File: config.mk
export PLATFORM = sky130hd
export DESIGN_NAME = uart_word_tx
export DESIGN_NICKNAME = d
export VERILOG_FILES = /design/src/rtl/uart_word_tx.sv
export SDC_FILE = /design/constraint.sdc
export NUM_CORES = 1
export LEC_CHECK = 0
export BUFFER_PORTS_ARGS = -buffer_cell sky130_fd_sc_hd__buf_4
export CORE_MARGIN = 2
export CORE_UTILIZATION = 45
export CTS_CLUSTER_SIZE = 28
export DETAILED_ROUTE_END_ITERATION = 12
export PLACE_DENSITY_LB_ADDON = 0.25
export SYNTH_ARGS = -nofsm -noshare
export SYNTH_HDL_FRONTEND = slang
export SYNTH_SLANG_ARGS = --single-unit
File: constraint.sdc
create_clock -name clk -period 3.78 [get_ports clk]
set_clock_uncertainty 0.05 [all_clocks]
set_input_delay 0.756 -clock clk [delete_from_list [all_inputs] [get_ports clk]]
set_output_delay 0.756 -clock clk [all_outputs]
set_load 0.005 [all_outputs]
File: src/rtl/uart_word_tx.sv
// uart_word_tx: serialises one N_BITS sample word per accepted start as N_BITS/8
// consecutive 8N1 UART frames, least-significant byte first, with no gap between
// frames. A word is accepted from IDLE, or from the single DONE cycle so that
// words can be sent back to back.
//
// Ports:
//   clk            system clock; all logic on the rising edge
//   rst            asynchronous reset, active low
//   in_tx_start    request to load in_tx_data and transmit it
//   in_tx_data     sample word; sampled only on the accepting edge
//   out_tx_active  high while the word's frames are on the line
//   out_tx_serial  UART TX line, idle high
//   out_tx_done    one-cycle pulse after the final stop bit of the word
//
// All outputs are registered. The output registers are loaded from the next
// state, so each output reflects the state the FSM has just entered.
module uart_word_tx #(
  parameter int unsigned N_BITS       = 32,
  parameter int unsigned CLKS_PER_BIT = 434
) (
  input  logic              clk,
  input  logic              rst,
  input  logic              in_tx_start,
  input  logic [N_BITS-1:0] in_tx_data,
  output logic              out_tx_active,
  output logic              out_tx_serial,
  output logic              out_tx_done
);

  localparam int unsigned N_BYTES = N_BITS / 8;
  localparam int unsigned CNT_W   = $clog2(CLKS_PER_BIT);
  localparam int unsigned BYTE_W  = $clog2(N_BYTES) + 1;

  localparam logic [CNT_W-1:0]  LAST_CNT  = CNT_W'(CLKS_PER_BIT - 1);
  localparam logic [BYTE_W-1:0] LAST_BYTE = BYTE_W'(N_BYTES - 1);
  localparam logic [2:0]        LAST_BIT  = 3'd7;

  typedef enum logic [2:0] {
    S_IDLE,
    S_START_BIT,
    S_DATA_BITS,
    S_STOP_BIT,
    S_DONE
  } state_e;

  state_e              state_q, state_d;
  logic [CNT_W-1:0]    clk_cnt_q, clk_cnt_d;
  logic [2:0]          bit_idx_q, bit_idx_d;
  logic [BYTE_W-1:0]   byte_idx_q, byte_idx_d;
  logic [N_BITS-1:0]   shift_q, shift_d;
  logic                serial_q, serial_d;
  logic                active_q, active_d;
  logic                done_q, done_d;
  logic                bit_end;
  logic [7:0]          cur_byte;

  // State and datapath registers
  always_ff @(posedge clk or negedge rst) begin
    if (!rst) begin
      state_q    <= S_IDLE;
      clk_cnt_q  <= '0;
      bit_idx_q  <= '0;
      byte_idx_q <= '0;
      shift_q    <= '0;
      serial_q   <= 1'b1;
      active_q   <= 1'b0;
      done_q     <= 1'b0;
    end else begin
      state_q    <= state_d;
      clk_cnt_q  <= clk_cnt_d;
      bit_idx_q  <= bit_idx_d;
      byte_idx_q <= byte_idx_d;
      shift_q    <= shift_d;
      serial_q   <= serial_d;
      active_q   <= active_d;
      done_q     <= done_d;
    end
  end

  // Next-state, counters and next output values
  always_comb begin
    state_d    = state_q;
    clk_cnt_d  = clk_cnt_q;
    bit_idx_d  = bit_idx_q;
    byte_idx_d = byte_idx_q;
    shift_d    = shift_q;
    serial_d   = 1'b1;
    active_d   = 1'b0;
    done_d     = 1'b0;
    cur_byte   = '0;
    bit_end    = (clk_cnt_q == LAST_CNT);

    case (state_q)
      // DONE behaves like IDLE for acceptance, giving back-to-back words
      S_IDLE, S_DONE: begin
        clk_cnt_d = '0;
        if (in_tx_start) begin
          state_d    = S_START_BIT;
          shift_d    = in_tx_data;
          byte_idx_d = '0;
          bit_idx_d  = '0;
        end else begin
          state_d = S_IDLE;
        end
      end

      S_START_BIT: begin
        if (bit_end) begin
          state_d   = S_DATA_BITS;
          clk_cnt_d = '0;
          bit_idx_d = '0;
        end else begin
          clk_cnt_d = clk_cnt_q + CNT_W'(1);
        end
      end

      S_DATA_BITS: begin
        if (bit_end) begin
          clk_cnt_d = '0;
          if (bit_idx_q == LAST_BIT) begin
            state_d = S_STOP_BIT;
          end else begin
            bit_idx_d = bit_idx_q + 3'd1;
          end
        end else begin
          clk_cnt_d = clk_cnt_q + CNT_W'(1);
        end
      end

      // Next byte's start bit follows the stop bit directly
      S_STOP_BIT: begin
        if (bit_end) begin
          clk_cnt_d = '0;
          if (byte_idx_q < LAST_BYTE) begin
            state_d    = S_START_BIT;
            byte_idx_d = byte_idx_q + BYTE_W'(1);
            shift_d    = shift_q >> 8;
          end else begin
            state_d = S_DONE;
          end
        end else begin
          clk_cnt_d = clk_cnt_q + CNT_W'(1);
        end
      end

      default: begin
        state_d   = S_IDLE;
        clk_cnt_d = '0;
      end
    endcase

    // Outputs for the state being entered; the line changes on the same edge
    cur_byte = shift_d[7:0];
    case (state_d)
      S_START_BIT: begin
        serial_d = 1'b0;
        active_d = 1'b1;
      end
      S_DATA_BITS: begin
        serial_d = cur_byte[bit_idx_d];
        active_d = 1'b1;
      end
      S_STOP_BIT: begin
        active_d = 1'b1;
      end
      S_DONE: begin
        done_d = 1'b1;
      end
      default: begin
        serial_d = 1'b1;
      end
    endcase
  end

  assign out_tx_active = active_q;
  assign out_tx_serial = serial_q;
  assign out_tx_done   = done_q;

endmodule

After elaboration in Yosys (flattened, before gate mapping)
Cells that the tools add are included.
{"block": "word_totals", "out_inout_bits": 3, "inputBits": 35, "elab_cells": 60, "ff_bits": 53}
{"block": "classes", "order_cmp": 2, "eq_ne": 13, "n_mux": 27, "add_sub_neg": 3, "reduce_logical": 6}
{"operator": "2-to-1 mux 32 bit", "n": 3}
{"operator": "one-hot mux 32 bit (2 select lines)", "n": 1}
{"operator": "2-to-1 mux 3 bit", "n": 12}
{"operator": "2-to-1 mux 9 bit", "n": 2}
{"operator": "equality test 3 x 2 -> 1 bit (second input constant)", "n": 4}
{"operator": "one-hot mux 3 bit (4 select lines)", "n": 1}
{"operator": "adder 9 x 1 -> 9 bit (second input constant)", "n": 1}
{"operator": "equality test 3 bit (second input constant)", "n": 3}
{"operator": "equality test 9 bit (second input constant)", "n": 1}
{"operator": "one-hot mux 3 bit (3 select lines)", "n": 1}
{"operator": "adder 3 x 1 -> 3 bit (second input constant)", "n": 2}
{"operator": "equality test 3 x 1 -> 1 bit (second input constant)", "n": 2}
{"operator": "inequality test 2 bit (second input constant)", "n": 3}
{"operator": "one-hot mux 3 bit (2 select lines)", "n": 1}
{"operator": "OR reduction 3 bit", "n": 2}
{"operator": "< comparator 3 x 4 -> 1 bit (second input constant)", "n": 1}
{"operator": "2-to-1 mux 1 bit", "n": 4}
{"operator": "AND reduction 4 bit", "n": 1}
{"operator": "binary-select mux 1 bit (select 3 bit)", "n": 1}
{"operator": "logical NOT 3 bit", "n": 1}
{"operator": "< comparator 3 x 2 -> 1 bit (second input constant)", "n": 1}
{"operator": "one-hot mux 1 bit (2 select lines)", "n": 1}
{"operator": "nonzero test 2 bit", "n": 1}
{"operator": "OR reduction 2 bit", "n": 1}

Logic depth before layout (Yosys ltp)
{"block": "depth", "word_depth": 7, "depth_mapped": 10, "depth_no_buf": 9}

Least setup slack after synthesis
No wires, ideal clock.
{"block": "synth_path", "path_type": "reg-to-reg", "start": "register clk_cnt_q[2]", "end": "register serial_q (netlist: out_tx_serial)", "t_required_ns": 3.643, "slack_ns": 1.323, "period_less_slack_ns": 2.457, "arrival_time_ns": 2.320, "stages_incl_launch_ff": 8, "path_cell_list": "dfrtp_1 or4b_4 buf_6 or4_1 o211a_2 mux2_4 a32oi_1 a31oi_1"}
{"block": "synth_between", "elab_chain_len": 6, "elab_cells_between_ends": 15}
{"element": "from (decl)", "line": "47", "text": "logic [CNT_W-1:0] clk_cnt_q, clk_cnt_d;"}
{"element": "from (signal assigned)", "line": "70", "text": "clk_cnt_q <= clk_cnt_d;"}
{"element": "equality test 9 bit *", "line": "91", "text": "bit_end = (clk_cnt_q == LAST_CNT);"}
{"element": "2-to-1 mux 3 bit, or another cell as far along", "line": "118", "text": "if (bit_end) begin"}
{"element": "one-hot mux 3 bit (3 select lines) / one-hot mux 32 bit (2 select lines) (equally long branches)", "line": "93", "text": "case (state_q)"}
{"element": "binary-select mux 1 bit (select 3 bit)", "line": "160", "text": "serial_d = cur_byte[bit_idx_d];"}
{"element": "2-to-1 mux 1 bit (implied by the code)", "line": "160"}
{"element": "one-hot mux 1 bit (2 select lines) *", "line": "154", "text": "case (state_d)"}
{"element": "net serial_d", "line": "51", "text": "logic serial_q, serial_d;"}
{"element": "to (signal assigned)", "line": "74", "text": "serial_q <= serial_d;"}
{"element": "to (decl)", "line": "51"}
The timed path passes the listed nets; every way through them passes the cells marked *. The select of a mux whose other input is x is not followed.
A chain may end at the register's enable or synchronous reset.

Worst setup path in the final report
{"block": "layout_path", "start": "register clk_cnt_q[2]", "end": "register serial_q (netlist: out_tx_serial)"}
{"block": "layout_between", "elab_chain_len": 6, "elab_cells_between_ends": 15}
{"element": "equality test 9 bit", "line": "91"}
{"element": "2-to-1 mux 32 bit", "line": "132", "text": "if (bit_end) begin"}
{"element": "one-hot mux 32 bit (2 select lines)", "line": "93"}
{"element": "net shift_d[7]", "line": "50", "text": "logic [N_BITS-1:0] shift_q, shift_d;"}
{"element": "binary-select mux 1 bit (select 3 bit)", "line": "160"}
{"element": "2-to-1 mux 1 bit (implied by the code)", "line": "160"}
{"element": "one-hot mux 1 bit (2 select lines)", "line": "154"}
{"element": "net serial_d", "line": "51"}
The timed path passes the listed nets, and every way through them passes these cells. The select of a mux whose other input is x is not followed.

==> impl_metrics.env <==
export IMPL_firstDrtPassIters=4
export IMPL_power_density_nw_per_um2=458.2
export IMPL_drv_cap=0
export IMPL_ff2ff_path_depth=6
export IMPL_clk_latency_ns=0.30
export IMPL_drc_errors=0
export IMPL_wirelength_um=5223
export IMPL_cts_path_max_buffers=2
export IMPL_synth_flop_cell="dfrtp_1"
export IMPL_place_area_um2=2885
export IMPL_grt_start_max_net_pins=54
export IMPL_slew_headroom=0.4233
export IMPL_cts_root_buf="clkbuf_8"
export IMPL_ir_worst_vdd_v=0.0001946
export IMPL_nNetsFinal=331
export IMPL_tritoncts="yes"
export IMPL_post_cts_resized=0
export IMPL_power_frac_seq=0.577
export IMPL_synth_distinct_cells=48
export IMPL_syn_area_per_cell_um2=9.849
export IMPL_p_int_mw=0.9604
export IMPL_combPwrFrac=0.191
export IMPL_drt_iter0_drc=123
export IMPL_die_width_um=79
export IMPL_numCtsBuffers=5
export IMPL_rows=27
export IMPL_routedWlPerCell_um=14.31
export IMPL_finalMaxSlewViolations=0
export IMPL_dp_worst_setup_slack_ns=1.000
export IMPL_tns_ns=0
export IMPL_max_freq_mhz=352.7
export IMPL_grt_pass1_wl_um=8880
export IMPL_status="finished clean"
export IMPL_final_common_cell="nand2_1"
export IMPL_clk_pin_slew_ns=0.10
export IMPL_power_switching_mw=0.4011
export IMPL_crit_chain="nor4b_1 -> a41oi_2 -> a221o_1 -> mux2_4 -> a32oi_1 -> a31oi_1"
export IMPL_vias_per_cell=5.367
export IMPL_ant_nets=0
export IMPL_max_stage_delay_ns=0.78
export IMPL_grt_overflow=0
export IMPL_cp_data_arrival_time_ns=3.02
export IMPL_cpMaxStageDelayCell="nor4b_1"
export IMPL_hold_ws_ns=0.4254
export IMPL_die_area_um2=6241
export IMPL_setup_violations=0
export IMPL_worst_slew_pin_slew_ns=0.8530
export IMPL_drive_above_1_share=0.1911
export IMPL_syn_inst=257
export IMPL_cp_max_fo=12
export IMPL_end_kind="flop"
export IMPL_antenna_cells=0
export IMPL_area_growth_pct=17.40
export IMPL_syn_num_nets=296
export IMPL_final_area_um2=2972
export IMPL_worst_slack_ns=0.9443
export IMPL_cp_start_kind="flop"
export IMPL_ys_ff_latch=53
export IMPL_rsz0062_at_grt="false"
export IMPL_synthesis_area_um2=2531
export IMPL_swShare=0.2946
export IMPL_grt_use_total=0.1793
export IMPL_yosys_warnings=0
export IMPL_antenna_found_initial=0
export IMPL_dp_hpwl_um=3720
export IMPL_io_pins=38
export IMPL_clock_sinks=53
export IMPL_fin_crit_ns=2.836
export IMPL_coreArea_um2=5473
export IMPL_start_util=0.4625
export IMPL_finalHoldViolations=0
export IMPL_ys_async_sr_fraction=1.000
export IMPL_num_vias=1959
export IMPL_die_y_um=79
export IMPL_p_clk_frac=0.232
export IMPL_required_ns=3.97
export IMPL_gp_congestion=0.8354
export IMPL_power_leakage_nw=1.410
export IMPL_holdCritPathClass="primary input to asynchronous set/reset pin"
export IMPL_holdBufCountCts=0
export IMPL_crit_type="flop to flop"
export IMPL_final_cell_mix="nand2_1 (59), dfrtp_1 (52), buf_4 (41)"
export IMPL_postCtsSetupBuffers=0
export IMPL_synth_edf_count=0
export IMPL_io_buffers=37
export IMPL_period_share=0.7502
export IMPL_htree_levels=2
export IMPL_yosysSeqAreaShare=0.5245
export IMPL_grt_pass1_vias=1864
-- cell families (layout without fill, tap and decap cells) --
| logic type | Yosys count | after routing | share of synthesized area |
|---|---|---|---|
| DFF | 53 | 53 | 0.5245 |
| xor gates and xnor gates | 6 | 6 | 0.02076 |
| muxes | 3 | 3 | 0.01433 |
| AOI/OAI and AO/OA | 63 | 63 | 0.1804 |
| adders and majority gates | 4 | 4 | 0.01977 |
| and+or+nand+nor | 109 | 109 | 0.2091 |
| buffers and inverters | 19 | 55 | 0.03114 |
-- through the flow --
step                power (mW)  utilization  cells
floorplan               0.9559            -    257
global placement         1.052       0.5272    357
detailed placement       1.063       0.5272    357
CTS                      1.378       0.5430    365
global route             1.458       0.5430    365
finish                   1.362       0.5430    365
-- flip-flops by register name (all words and copies together) (netlist names) --
signal and flops:
state_q 3, clk_cnt_q 9, out_tx_serial 1, bit_idx_q 3
out_tx_done 1, byte_idx_q 3, out_tx_active 1, shift_q 32
-- final cells by class --
| class | instances | area [µm²] |
|---|---|---|
| clock buffer | 6 | 72.57 |
| clock inverter | 2 | 13.76 |
| fill | 527 | 2501 |
| inverter | 6 | 22.52 |
| multi-input combinational | 185 | 1137 |
| sequential | 53 | 1328 |
| tap | 72 | 90.09 |
| timing repair buffer | 41 | 307.8 |
-- synth_stat cells, types with 2 or more instances --
cell,number,area [µm²]
or4_1,2,15.01
o41ai_1,3,26.28
o21ai_0,14,70.07
inv_1,6,22.52
or3_1,2,12.51
nor2_1,12,45.04
and3_1,2,12.51
a211oi_1,2,15.01
dfrtp_1,52,1301
a21oi_1,5,25.02
xnor2_1,2,17.52
nand2b_1,3,18.77
a22oi_1,18,135.1
nand2_1,59,221.5
nor4_1,3,18.77
xor2_1,4,35.03
a221o_1,6,60.06
ha_1,4,50.05
a21o_1,3,22.52
o2111ai_1,2,17.52
clkbuf_1,12,45.04
nand3_1,7,35.03
and2_1,7,43.79
nor3_1,2,10.01
nor3b_1,2,15.01
-- worst max-delay path: cells and delay by family (launching register included) --
family | cells | cell delay [ns]
simple gates | 1 | 0.78
mux | 1 | 0.27
flops | 1 | 0.43
compound gates | 4 | 1.24
-- per-layer routing --
metal / track usage / share of wire
met1: 0.2748 / 0.50
met2: 0.2619 / 0.46
met3: 0.02614 / 0.036
met4: 0.05690 / 0.0071
met5: 0 / 0
-- path summary, 6_finish.rpt --
check	startpoint	to	slack, ns
worst min-delay path	rst	state_q[1]$_DFF_PN0_	0.43
worst max-delay path	clk_cnt_q[2]$_DFF_PN0_	out_tx_serial$_DFF_PN1_	0.94
max in group asynchronous	rst	clk_cnt_q[5]$_DFF_PN0_	2.82
min in group clk	shift_q[13]$_DFFE_PN0P_	shift_q[13]$_DFFE_PN0P_	0.43
worst max register to register	clk_cnt_q[2]$_DFF_PN0_	out_tx_serial$_DFF_PN1_	0.94
worst min register to register	shift_q[13]$_DFFE_PN0P_	shift_q[13]$_DFFE_PN0P_	0.43
-- power by group through the flow --
stage | Combinational (mW) | Sequential (mW) | Clock, mW
after floorplan | 0.185 | 0.771 | 0
final | 0.260 | 0.786 | 0.315
after global placement | 0.257 | 0.795 | 0
after global routing | 0.305 | 0.807 | 0.345
after CTS | 0.265 | 0.787 | 0.325
after detailed placement | 0.265 | 0.799 | 0
Power figures use the tool's default switching activity.
